`src/rtl/mem_port_arbiter.sv`:
```
// rtl/mem_port_arbiter.sv - round-robin arbiter sharing one memory port between fetch and data requesters
// Registered outputs; each granted transaction ends on mem_ack or after TIMEOUT busy cycles.
module mem_port_arbiter #(
    parameter int          TIMEOUT  = 16,
    parameter logic [31:0] ERR_DATA = 32'hDEADBEEF
) (
    input  logic        clk,
    input  logic        rst,
    input  logic        if_req,
    input  logic [31:0] if_addr,
    output logic [31:0] if_rdata,
    output logic        if_done,
    input  logic        d_req,
    input  logic        d_we,
    input  logic [31:0] d_addr,
    input  logic [31:0] d_wdata,
    output logic [31:0] d_rdata,
    output logic        d_done,
    output logic        mem_req,
    output logic        mem_we,
    output logic [31:0] mem_addr,
    output logic [31:0] mem_wdata,
    input  logic [31:0] mem_rdata,
    input  logic        mem_ack,
    output logic        addr_sel,
    output logic        err
);
    localparam int             CW       = $clog2(TIMEOUT);
    localparam logic [CW-1:0]  CNT_LAST = CW'(TIMEOUT - 1);

    localparam logic [1:0] IDLE   = 2'd0;
    localparam logic [1:0] BUSY_I = 2'd1;
    localparam logic [1:0] BUSY_D = 2'd2;

    logic [1:0]    state;
    logic          last_d;
    logic [CW-1:0] wait_cnt;
    logic          if_ok;
    logic          d_ok;
    logic          grant_d;
    logic          grant_i;
    logic          abort;
    logic          finish;

    // A requester whose done pulse is showing sits out this arbitration round.
    always_comb begin
        if_ok   = if_req & ~if_done;
        d_ok    = d_req & ~d_done;
        grant_d = d_ok & (~if_ok | ~last_d);
        grant_i = if_ok & ~grant_d;
        abort   = (state != IDLE) & ~mem_ack & (wait_cnt == CNT_LAST);
        finish  = (state != IDLE) & (mem_ack | abort);
    end

    always_ff @(posedge clk or posedge rst) begin
        if (rst) begin
            state     <= IDLE;
            last_d    <= 1'b0;
            wait_cnt  <= '0;
            mem_req   <= 1'b0;
            mem_we    <= 1'b0;
            mem_addr  <= 32'd0;
            mem_wdata <= 32'd0;
            addr_sel  <= 1'b0;
            if_done   <= 1'b0;
            d_done    <= 1'b0;
            if_rdata  <= 32'd0;
            d_rdata   <= 32'd0;
            err       <= 1'b0;
        end else begin
            if_done <= 1'b0;
            d_done  <= 1'b0;
            case (state)
                IDLE: begin
                    wait_cnt <= '0;
                    if (grant_d) begin
                        state     <= BUSY_D;
                        last_d    <= 1'b1;
                        mem_req   <= 1'b1;
                        mem_we    <= d_we;
                        mem_addr  <= d_addr;
                        mem_wdata <= d_we ? d_wdata : 32'd0;
                        addr_sel  <= 1'b1;
                    end else if (grant_i) begin
                        state     <= BUSY_I;
                        last_d    <= 1'b0;
                        mem_req   <= 1'b1;
                        mem_we    <= 1'b0;
                        mem_addr  <= if_addr;
                        mem_wdata <= 32'd0;
                        addr_sel  <= 1'b0;
                    end
                end
                BUSY_I, BUSY_D: begin
                    if (finish) begin
                        state   <= IDLE;
                        mem_req <= 1'b0;
                        if (abort)
                            err <= 1'b1;
                        if (state == BUSY_I) begin
                            if_done  <= 1'b1;
                            if_rdata <= abort ? ERR_DATA : mem_rdata;
                        end else begin
                            d_done  <= 1'b1;
                            d_rdata <= abort ? ERR_DATA : (mem_we ? 32'd0 : mem_rdata);
                        end
                    end else begin
                        wait_cnt <= wait_cnt + 1'b1;
                    end
                end
                default: state <= IDLE;
            endcase
        end
    end
endmodule

```
`config.mk`:
```
export PLATFORM = sky130hd
export DESIGN_NAME = mem_port_arbiter
export DESIGN_NICKNAME = d
export VERILOG_FILES = /design/src/rtl/mem_port_arbiter.sv
export SDC_FILE = /design/constraint.sdc
export NUM_CORES = 1
export LEC_CHECK = 0
export BUFFER_PORTS_ARGS = -buffer_cell sky130_fd_sc_hd__buf_2
export CAP_MARGIN = 20
export CORE_AREA = 2 2 163 165
export DETAILED_ROUTE_END_ITERATION = 6
export DIE_AREA = 0 0 165 167
export GPL_TIMING_DRIVEN = 0
export SETUP_SLACK_MARGIN = 0.4
export SLEW_MARGIN = 20
export SYNTH_ARGS = -nofsm -noshare
export SYNTH_HDL_FRONTEND = slang
export SYNTH_SLANG_ARGS = --single-unit
```
`constraint.sdc`:
```
create_clock -name clk -period 6 [get_ports clk]
set_clock_uncertainty 0.2 [all_clocks]
set_input_delay 0.6 -clock clk [delete_from_list [all_inputs] [get_ports clk]]
set_output_delay 0.6 -clock clk [all_outputs]
set_load 0.1 [all_outputs]
```
-- After elaboration in Yosys (flattened, before gate mapping)
Index checks and enable logic that the tools add are counted.
- add/sub/neg operators: 1
- eq/ne operators: 6
- multiplexer cells: 27
- bitwise operators: 16
- reductions and logical operators: 12
- operators with widths (operator ; number):
    32-bit two-way mux ; 8
    1-bit two-way mux ; 12
    3-bit AND reduction ; 4
    4-bit case mux with 2 select lines ; 1
    1-bit AND ; 7
    1-bit NOT ; 7
    2-bit two-way mux ; 3
    2-bit AND reduction ; 3
    2-bit nonzero test ; 3
    4-bit by 1-bit adder with 4-bit output, second input constant ; 1
    4-bit == test, second input constant ; 1
    4-bit two-way mux ; 1
    2-bit != test, second input constant ; 2
    2-bit case mux with 2 select lines ; 1
    3-bit != test, second input constant ; 1
    2-bit by 1-bit == test with 1-bit output, second input constant ; 1
    2-bit == test, second input constant ; 1
    2-bit logical NOT ; 1
    1-bit OR ; 2
    1-bit case mux with 2 select lines ; 1
    2-bit OR reduction ; 1
- register bits: 140
- input bits: 134
- word-level logic and storage cells: 74

-- Logic depth before layout (Yosys ltp)
Gate-level depths: netlist of run 1.
- depth after elaboration: 10
- gate-level depth with buffers: 8
- mapped depth without buffers: 6

-- Least setup slack after synthesis of run 1
OpenSTA, ideal clock, no wires.
- path kind: register to register
- start: reg if_done
- end: reg mem_addr[0]
- arrival: 2052 ps
- required time: 5661 ps
- setup slack: 3609 ps
- stages on the path, launching flop included: 7
- path buffers: 3
- period minus slack after synthesis: 2391 ps
- cells stage by stage: dfrtp_1 > nand2b_1 > clkbuf_1 > a21o_1 > buf_2 > buf_1 > a22oi_1
- longest elaborated chain between the ends: 9
- RTL lines (element ; line ; source):
    start, declared ; 12 ; output logic if_done,
    start signal, assigned ; 65 ; if_done <= 1'b0;
    start signal, assigned ; 71 ; if_done <= 1'b0;
    start signal, assigned ; 101 ; if_done <= 1'b1;
    1-bit NOT (*) ; 47 ; if_ok = if_req & ~if_done;
    1-bit AND (*) ; 47 ;
    1-bit NOT ; 49 ; grant_d = d_ok & (~if_ok | ~last_d);
    1-bit OR ; 49 ;
    1-bit AND ; 49 ;
    1-bit NOT ; 50 ; grant_i = if_ok & ~grant_d;
    1-bit AND ; 50 ;
    2-bit nonzero test (no line) ; - ;
    2-bit AND reduction (no line) ; - ;
    end signal, assigned ; 81 ; mem_addr <= d_addr;
    end signal, assigned ; 89 ; mem_addr <= if_addr;
    end, declared ; 21 ; output logic [31:0] mem_addr,
Every way passes the cells marked *; elsewhere a longest branch is shown, timed or not.
A chain may end at the register's enable or synchronous reset.

-- Worst setup path in the final report of run 1
- start: reg state[1]
- end: reg if_rdata[1]
- longest elaborated chain between the ends: 6
- RTL lines (element ; line ; source):
    start, declared ; 35 ; logic [1:0] state;
    start signal, assigned ; 57 ; state <= IDLE;
    start signal, assigned ; 77 ; state <= BUSY_D;
    start signal, assigned ; 85 ; state <= BUSY_I;
    2-bit nonzero test ; 51, 52 ;
    1-bit AND (2 in a row) ; 51 ; abort = (state != IDLE) & ~mem_ack & (wait_cnt == CNT_LAST);
    1-bit OR ; 52 ; finish = (state != IDLE) & (mem_ack | abort);
    1-bit AND ; 52 ;
    3-bit AND reduction (no line) ; - ;
    end signal, assigned ; 102 ; if_rdata <= abort ? ERR_DATA : mem_rdata;
    end, declared ; 11 ; output logic [31:0] if_rdata,
Several ways; a longest one is shown, not always the timed one.

==> flow_metrics.env, run 1 <==
export IMPL_path_class="flop to flop"
export IMPL_setup_viol=0
export IMPL_gp_congestion=0.802
export IMPL_synth_fp_nets=673
export IMPL_cts_setup_buffers=0
export IMPL_r2r_end="if_rdata[1]"
export IMPL_relSlewSlack_pct=58.9
export IMPL_drv_slew=0
export IMPL_cts_tree="yes"
export IMPL_nFillCells=2700
export IMPL_fin_setup_tns_ns=0
export IMPL_die_h_um=167
export IMPL_grt_first_pass_wirelength_um=31100
export IMPL_final_cells=1175
export IMPL_fin_ws_ns=3.52
export IMPL_clockRootBuffer="clkbuf_16"
export IMPL_synthFlopType="dfrtp_1"
export IMPL_rr_startpoint="state[1]"
export IMPL_track_usage_pct=14.6
export IMPL_cts_resized=0
export IMPL_cts_made_buffers=17
export IMPL_synth_area_um2=6380
export IMPL_ios=268
export IMPL_die_w_um=165
export IMPL_dp_hpwl_um=14800
export IMPL_start_kind="flop"
export IMPL_r2r_cells=8
export IMPL_path_clk_slew_ns=0.07
export IMPL_synthToLayoutAreaGrowth_pct=37.8
export IMPL_clock_fmax_ghz=0.403
export IMPL_crit_path_max_fanout=10
export IMPL_hold_start="d_wdata[21]"
export IMPL_syn_area_per_cell_um2=11.9
export IMPL_drt_iter0_drc=383
export IMPL_wl_per_cell_um=17.4
export IMPL_finalCritPeriodShare_pct=41.4
export IMPL_htreeDepth=4
export IMPL_first_pass_iters=5
export IMPL_cp_required_ns=6.16
export IMPL_dr_total_vias=5588
export IMPL_hold_ws_ns=0.194
export IMPL_wl_um=20400
export IMPL_synthArstFlopShare_pct=100
export IMPL_syn_instance_count=536
export IMPL_start_util_pct=24.7
export IMPL_synth_edff_count=0
export IMPL_mostFrequentLayoutCells="283 x buf_2, 140 x dfrtp_1, 48 x a22o_1"
export IMPL_num_rows=59
export IMPL_status="finished clean"
export IMPL_regArea_um2=3500
export IMPL_drcViolationCount=0
export IMPL_yosysSeqAreaShare_pct=54.9
export IMPL_grt_antenna_before_repair=3
export IMPL_min_path_type="input port to flop"
export IMPL_antenna_left=0
export IMPL_grt_max_degree=92
export IMPL_yosys_area_top_type="dfrtp_1"
export IMPL_finalHoldViolations=0
export IMPL_cp_data_arrival_time_ns=2.64
export IMPL_overflow=0
export IMPL_cap_violations=0
export IMPL_worst_pin_slew_ns=0.614
export IMPL_io_buffers=267
export IMPL_rsz0062_at_grt="no"
export IMPL_clk_latency_ns=0.42
export IMPL_cts_sinks=140
export IMPL_synth_top_area_share_pct=54.9
export IMPL_drive_above_1_share_pct=41.3
export IMPL_ys_types=45
export IMPL_synth_seq_cells=140
export IMPL_nNetsFinal=961
export IMPL_hold_path_end="mem_wdata[21]"
export IMPL_min_period_ns=2.48
export IMPL_hold_depth=2
export IMPL_synth_area_leaders="dfrtp_1 55%, a22o_1 6.6%, and3b_1 4.5%"
export IMPL_coreArea_um2=25800
export IMPL_multi_input_area_um2=2440
export IMPL_clock_path_buffers=2
export IMPL_final_common_cell="buf_2"
export IMPL_pre_cts_slack_ns=3.28
export IMPL_timing_reg2reg_setup_slack_ns=3.52
export IMPL_vias_per_cell=4.76
export IMPL_placed_cells=1139
export IMPL_yosysWarnings=0
export IMPL_grt_pass1_vias=5608
export IMPL_die_area_um2=27600
export IMPL_end_kind="flop"
-- worst max path at each step --
stage / startpoint / slack [ns] / cells past startpoint / to
after CTS: state[1] / 3.51 / 8 / if_rdata[1]
after floorplan: rst / 1.45 / 1 / d_done
after global routing: state[1] / 3.34 / 8 / if_rdata[28]
final: state[1] / 3.52 / 8 / if_rdata[1]
after detailed placement: if_req / 3.28 / 7 / mem_addr[30]
after global placement: rst / -0.49 / 2 / if_rdata[6]
-- per-layer routing --
layer | vias to the layer above | share of wire (%) | track usage (%)
met5 | - | 0 | 0
met3 | 27 | 5.5 | 3.09
met2 | 200 | 48 | 23.6
met4 | 0 | 2.3 | 6.54
met1 | 2749 | 44 | 18.7
li1 | 2612 | - | -
-- synthesized netlist by cell type (2+ instances only) --
library cell  instances
o31ai_1               2
a22o_1               48
a21oi_1               6
nand3_1               3
a22oi_1              32
buf_12                2
ha_1                  3
clkbuf_1             32
nor2_1                3
buf_4                 2
a21o_1                2
nand2_1               4
buf_1                 3
o22a_1               24
o2bb2ai_1             2
buf_2                16
dfrtp_1             140
a2bb2oi_2            19
o21ai_0              36
and3b_1              33
nand2b_1             29
a2bb2oi_1             5
inv_1                37
a221oi_1             32
-- state kept, by name (all words and copies together) (netlist names) --
name	cells
mem_addr	32
err	1
mem_we	1
last_d	1
mem_wdata	32
wait_cnt	4
if_done	1
d_rdata	32
mem_req	1
d_done	1
if_rdata	32
state	2
-- critical path, cell delays in order, from the launching register on --
cell      delay, ns
dfrtp_1        0.38
inv_1          0.10
ha_1           0.16
buf_2          0.23
nand2b_1       0.20
or2_1          0.12
clkbuf_1       0.30
clkbuf_1       0.49
o22a_1         0.24
-- layout make-up --
cell class,instances,share of cell area [%]
antenna,3,0.0855
buffer,56,3.16
clock buffer,18,5.00
clock inverter,14,1.82
inverter,39,1.85
multi-input combinational,301,27.8
sequential,140,39.9
tap,335,4.77
timing repair buffer,269,15.6
-- stage by stage --
| step | util (%) | instance area, um^2 |
|---|---|---|
| floorplan | - | 6380 |
| global placement | 31.6 | 8130 |
| detailed placement | 31.7 | 8170 |
| global route | 34.1 | 8780 |
| CTS | 34.1 | 8780 |
| finish | 34.1 | 8780 |
-- logic make-up (layout without fill, tap and decap cells) --
logic type | Yosys count | after routing | share of synthesized area, %
AO/OA/AOI/OAI | 215 | 215 | 28.3
adder cells (fa/ha/maj) | 3 | 3 | 0.589
buffers and inverters | 95 | 396 | 6.79
flip-flops | 140 | 140 | 54.9
other | 0 | 3 | 0
AND/OR/NAND/NOR | 83 | 83 | 9.38
-- timing repair --
action / in CTS / in global routing
hold endpoints to repair: 49 / 0
setup endpoints to repair: 0 / 0
hold buffers: 1 / 0
Power of run 1 is left out: the tool's default activity adds up to more than one toggle a clock period on the data nets, which glitch-free logic cannot reach.
==> run 2, diff against run 1 <==
- ABC_AREA: default -> 1
- CORE_AREA: 2 2 163 165 -> 2 2 161 163
- DIE_AREA: 0 0 165 167 -> 0 0 163 165
- clock period: 6 -> 2.5 ns (I/O delays scaled with it)
==> run 2 against run 1 <==
  * Synthesized cell count increased by 37%
  * First-iteration DRC count down 11%
  * Final cell count up 27%
  * Largest cell class unchanged
  * Register-to-register slack worse by 3.0 ns
  * Critical path depth is 1 lower
  * Global-route usage up 2.4 points
  * Fmax grew 26%
==> flow_metrics.env, run 2 <==
export IMPL_status="finished clean"
export IMPL_die_h_um=165
export IMPL_cts_sinks=140
export IMPL_io_buffers=267
export IMPL_timing_reg2reg_setup_slack_ns=0.53
export IMPL_synth_xor_xnor_area_share_pct=0.141
export IMPL_end_kind="flop"
export IMPL_relSlewSlack_pct=58.1
export IMPL_die_w_um=163
export IMPL_finalCritPeriodShare_pct=79.0
export IMPL_wl_per_cell_um=15.3
export IMPL_clk_latency_ns=0.42
export IMPL_hold_ws_ns=0.0252
export IMPL_num_rows=58
export IMPL_dp_hpwl_um=15700
export IMPL_grt_max_degree=35
export IMPL_synth_top_family_by_area="simple AND/OR/NAND/NOR gates"
export IMPL_r2r_end="mem_addr[5]"
export IMPL_synth_mux_area_fraction_pct=0
export IMPL_synth_compound_area_share_pct=13.5
export IMPL_synth_most_common_cell="nand2_1"
export IMPL_dr_wl_met2_um=10800
export IMPL_syn_area_per_cell_um2=8.47
export IMPL_dr_wl_met3_um=1940
export IMPL_drt_iter0_drc=340
export IMPL_crit_family="simple AND/OR/NAND/NOR gates"
export IMPL_worst_path_max_delay_cell="dfrtp_1"
export IMPL_drive_above_1_share_pct=31.6
export IMPL_hold_start="d_addr[21]"
export IMPL_syn_instance_count=733
export IMPL_start_util_pct=24.8
export IMPL_setup_viol=0
export IMPL_clockRootBuffer="clkbuf_16"
export IMPL_crit_path_max_fanout=10
export IMPL_crit_chain="nor2_4 > nand3_2 > o21ai_4 > buf_6 > buf_4 > nand2_1 > o21ai_0"
export IMPL_cp_required_ns=2.64
export IMPL_track_usage_pct=17.0
export IMPL_drv_slew=0
export IMPL_crit_cells=7
export IMPL_grt_antenna_before_repair=0
export IMPL_synth_edff_count=0
export IMPL_clock_fmax_ghz=0.507
export IMPL_ios=268
export IMPL_cp_data_arrival_time_ns=2.11
export IMPL_coreArea_um2=25000
export IMPL_cts_tree="yes"
export IMPL_hold_path_end="mem_addr[21]"
export IMPL_synth_area_um2=6210
export IMPL_die_area_um2=26900
export IMPL_hold_depth=5
export IMPL_crit_buf_inv=2
export IMPL_synthToLayoutAreaGrowth_pct=59.1
export IMPL_first_pass_iters=6
export IMPL_nNetsFinal=1281
export IMPL_dr_total_vias=6450
export IMPL_min_period_ns=1.97
export IMPL_wl_um=22700
export IMPL_synthAdderAreaFrac_pct=0.605
export IMPL_n_antenna_cell=0
export IMPL_vias_per_cell=4.34
export IMPL_cap_violations=0
export IMPL_synth_commonest_cells="226 x nand2_1, 140 x dfrtp_1, 77 x inv_1"
export IMPL_mostFrequentLayoutCells="284 x buf_2, 226 x nand2_1, 140 x dfrtp_1"
export IMPL_synth_top_area_share_pct=56.5
export IMPL_grt_pass1_vias=6704
export IMPL_max_stage_delay_ns=0.42
export IMPL_yosysWarnings=0
export IMPL_worst_pin_slew_ns=0.626
export IMPL_path_clk_slew_ns=0.07
export IMPL_met1_length_um=9520
export IMPL_gp_congestion=0.814
export IMPL_antenna_left=0
export IMPL_synth_fp_nets=870
export IMPL_synthFlopType="dfrtp_1"
export IMPL_rsz0062_at_grt="yes"
export IMPL_overflow=0
export IMPL_cts_made_buffers=17
export IMPL_htreeDepth=4
export IMPL_yosys_area_share_simple_pct=20.0
export IMPL_finalHoldViolations=0
export IMPL_path_class="flop to flop"
export IMPL_r2r_cells=7
export IMPL_rr_startpoint="d_done"
export IMPL_topRoutingLayerUsed="met4"
export IMPL_clock_path_buffers=2
export IMPL_yosys_area_top_type="dfrtp_1"
export IMPL_ys_types=27
export IMPL_min_path_type="input port to flop"
export IMPL_yosysSeqAreaShare_pct=56.5
export IMPL_start_kind="flop"
export IMPL_grt_first_pass_wirelength_um=35300
export IMPL_synth_area_leaders="dfrtp_1 56%, nand2_1 14%, o21ai_1 5.4%"
export IMPL_synth_seq_cells=140
export IMPL_synthArstFlopShare_pct=100
export IMPL_final_common_cell="buf_2"
export IMPL_drcViolationCount=0
==> run 2: worst max path at each step <==
stage,from,end,slack [ns]
floorplan,rst,d_done,0.30
global route,state[0],d_rdata[27],0.35
finish,d_done,mem_addr[5],0.53
global placement,rst,mem_addr[20],-0.77
detailed placement,state[0],mem_wdata[14],0.24
CTS,state[0],d_rdata[23],0.39
==> run 2: what timing repair did <==
item	in CTS	in global routing
setup endpoints to repair	71	112
resized for setup	6	11
endpoints found under the hold margin	149	0
hold buffers	120	0
buffers inserted	0	1
==> run 2: metrics by stage <==
stage               setup WS, ns  std cells  setup TNS, ns  area [um^2]  util [%]
floorplan                  0.300        733              0         6210         -
finish                     0.526       1487              0         9870      39.4
CTS                        0.389       1486              0         9850      39.3
detailed placement         0.239       1334              0         8040      32.1
global placement          -0.768       1330        -106.24         7960      31.8
global route               0.349       1487              0         9870      39.4
==> run 2: layer usage <==
layer,up-vias,GRT usage (%)
met2,256,30.2
li1,3145,-
met5,-,0
met4,0,5.27
met3,38,5.10
met1,3011,19.7
==> run 2: kinds of logic after synthesis <==
| logic type | after synthesis |
|---|---|
| AO/OA/AOI/OAI | 158 |
| buffers and inverters | 125 |
| flip-flops | 140 |
| adder cells (fa/ha/maj) | 3 |
| XOR/XNOR | 1 |
| AND/OR/NAND/NOR | 306 |
==> run 2: worst register-to-register path: stages, from the launching register on <==
cell     delay (ns)
dfrtp_1        0.42
nor2_4         0.28
nand3_2        0.23
o21ai_4        0.19
buf_6          0.19
buf_4          0.19
nand2_1        0.11
o21ai_0        0.10
==> run 2: layout make-up <==
type,count,area (um^2)
well taps,330,413
plain buffers,46,297
repair buffers,392,2630
flip-flops and latches,140,3500
clock buffers,20,467
inverters,79,303
fillers,2497,15200
multi-input cells,468,2140
clock inverters,12,126
Power of run 2 is left out for the same reason.
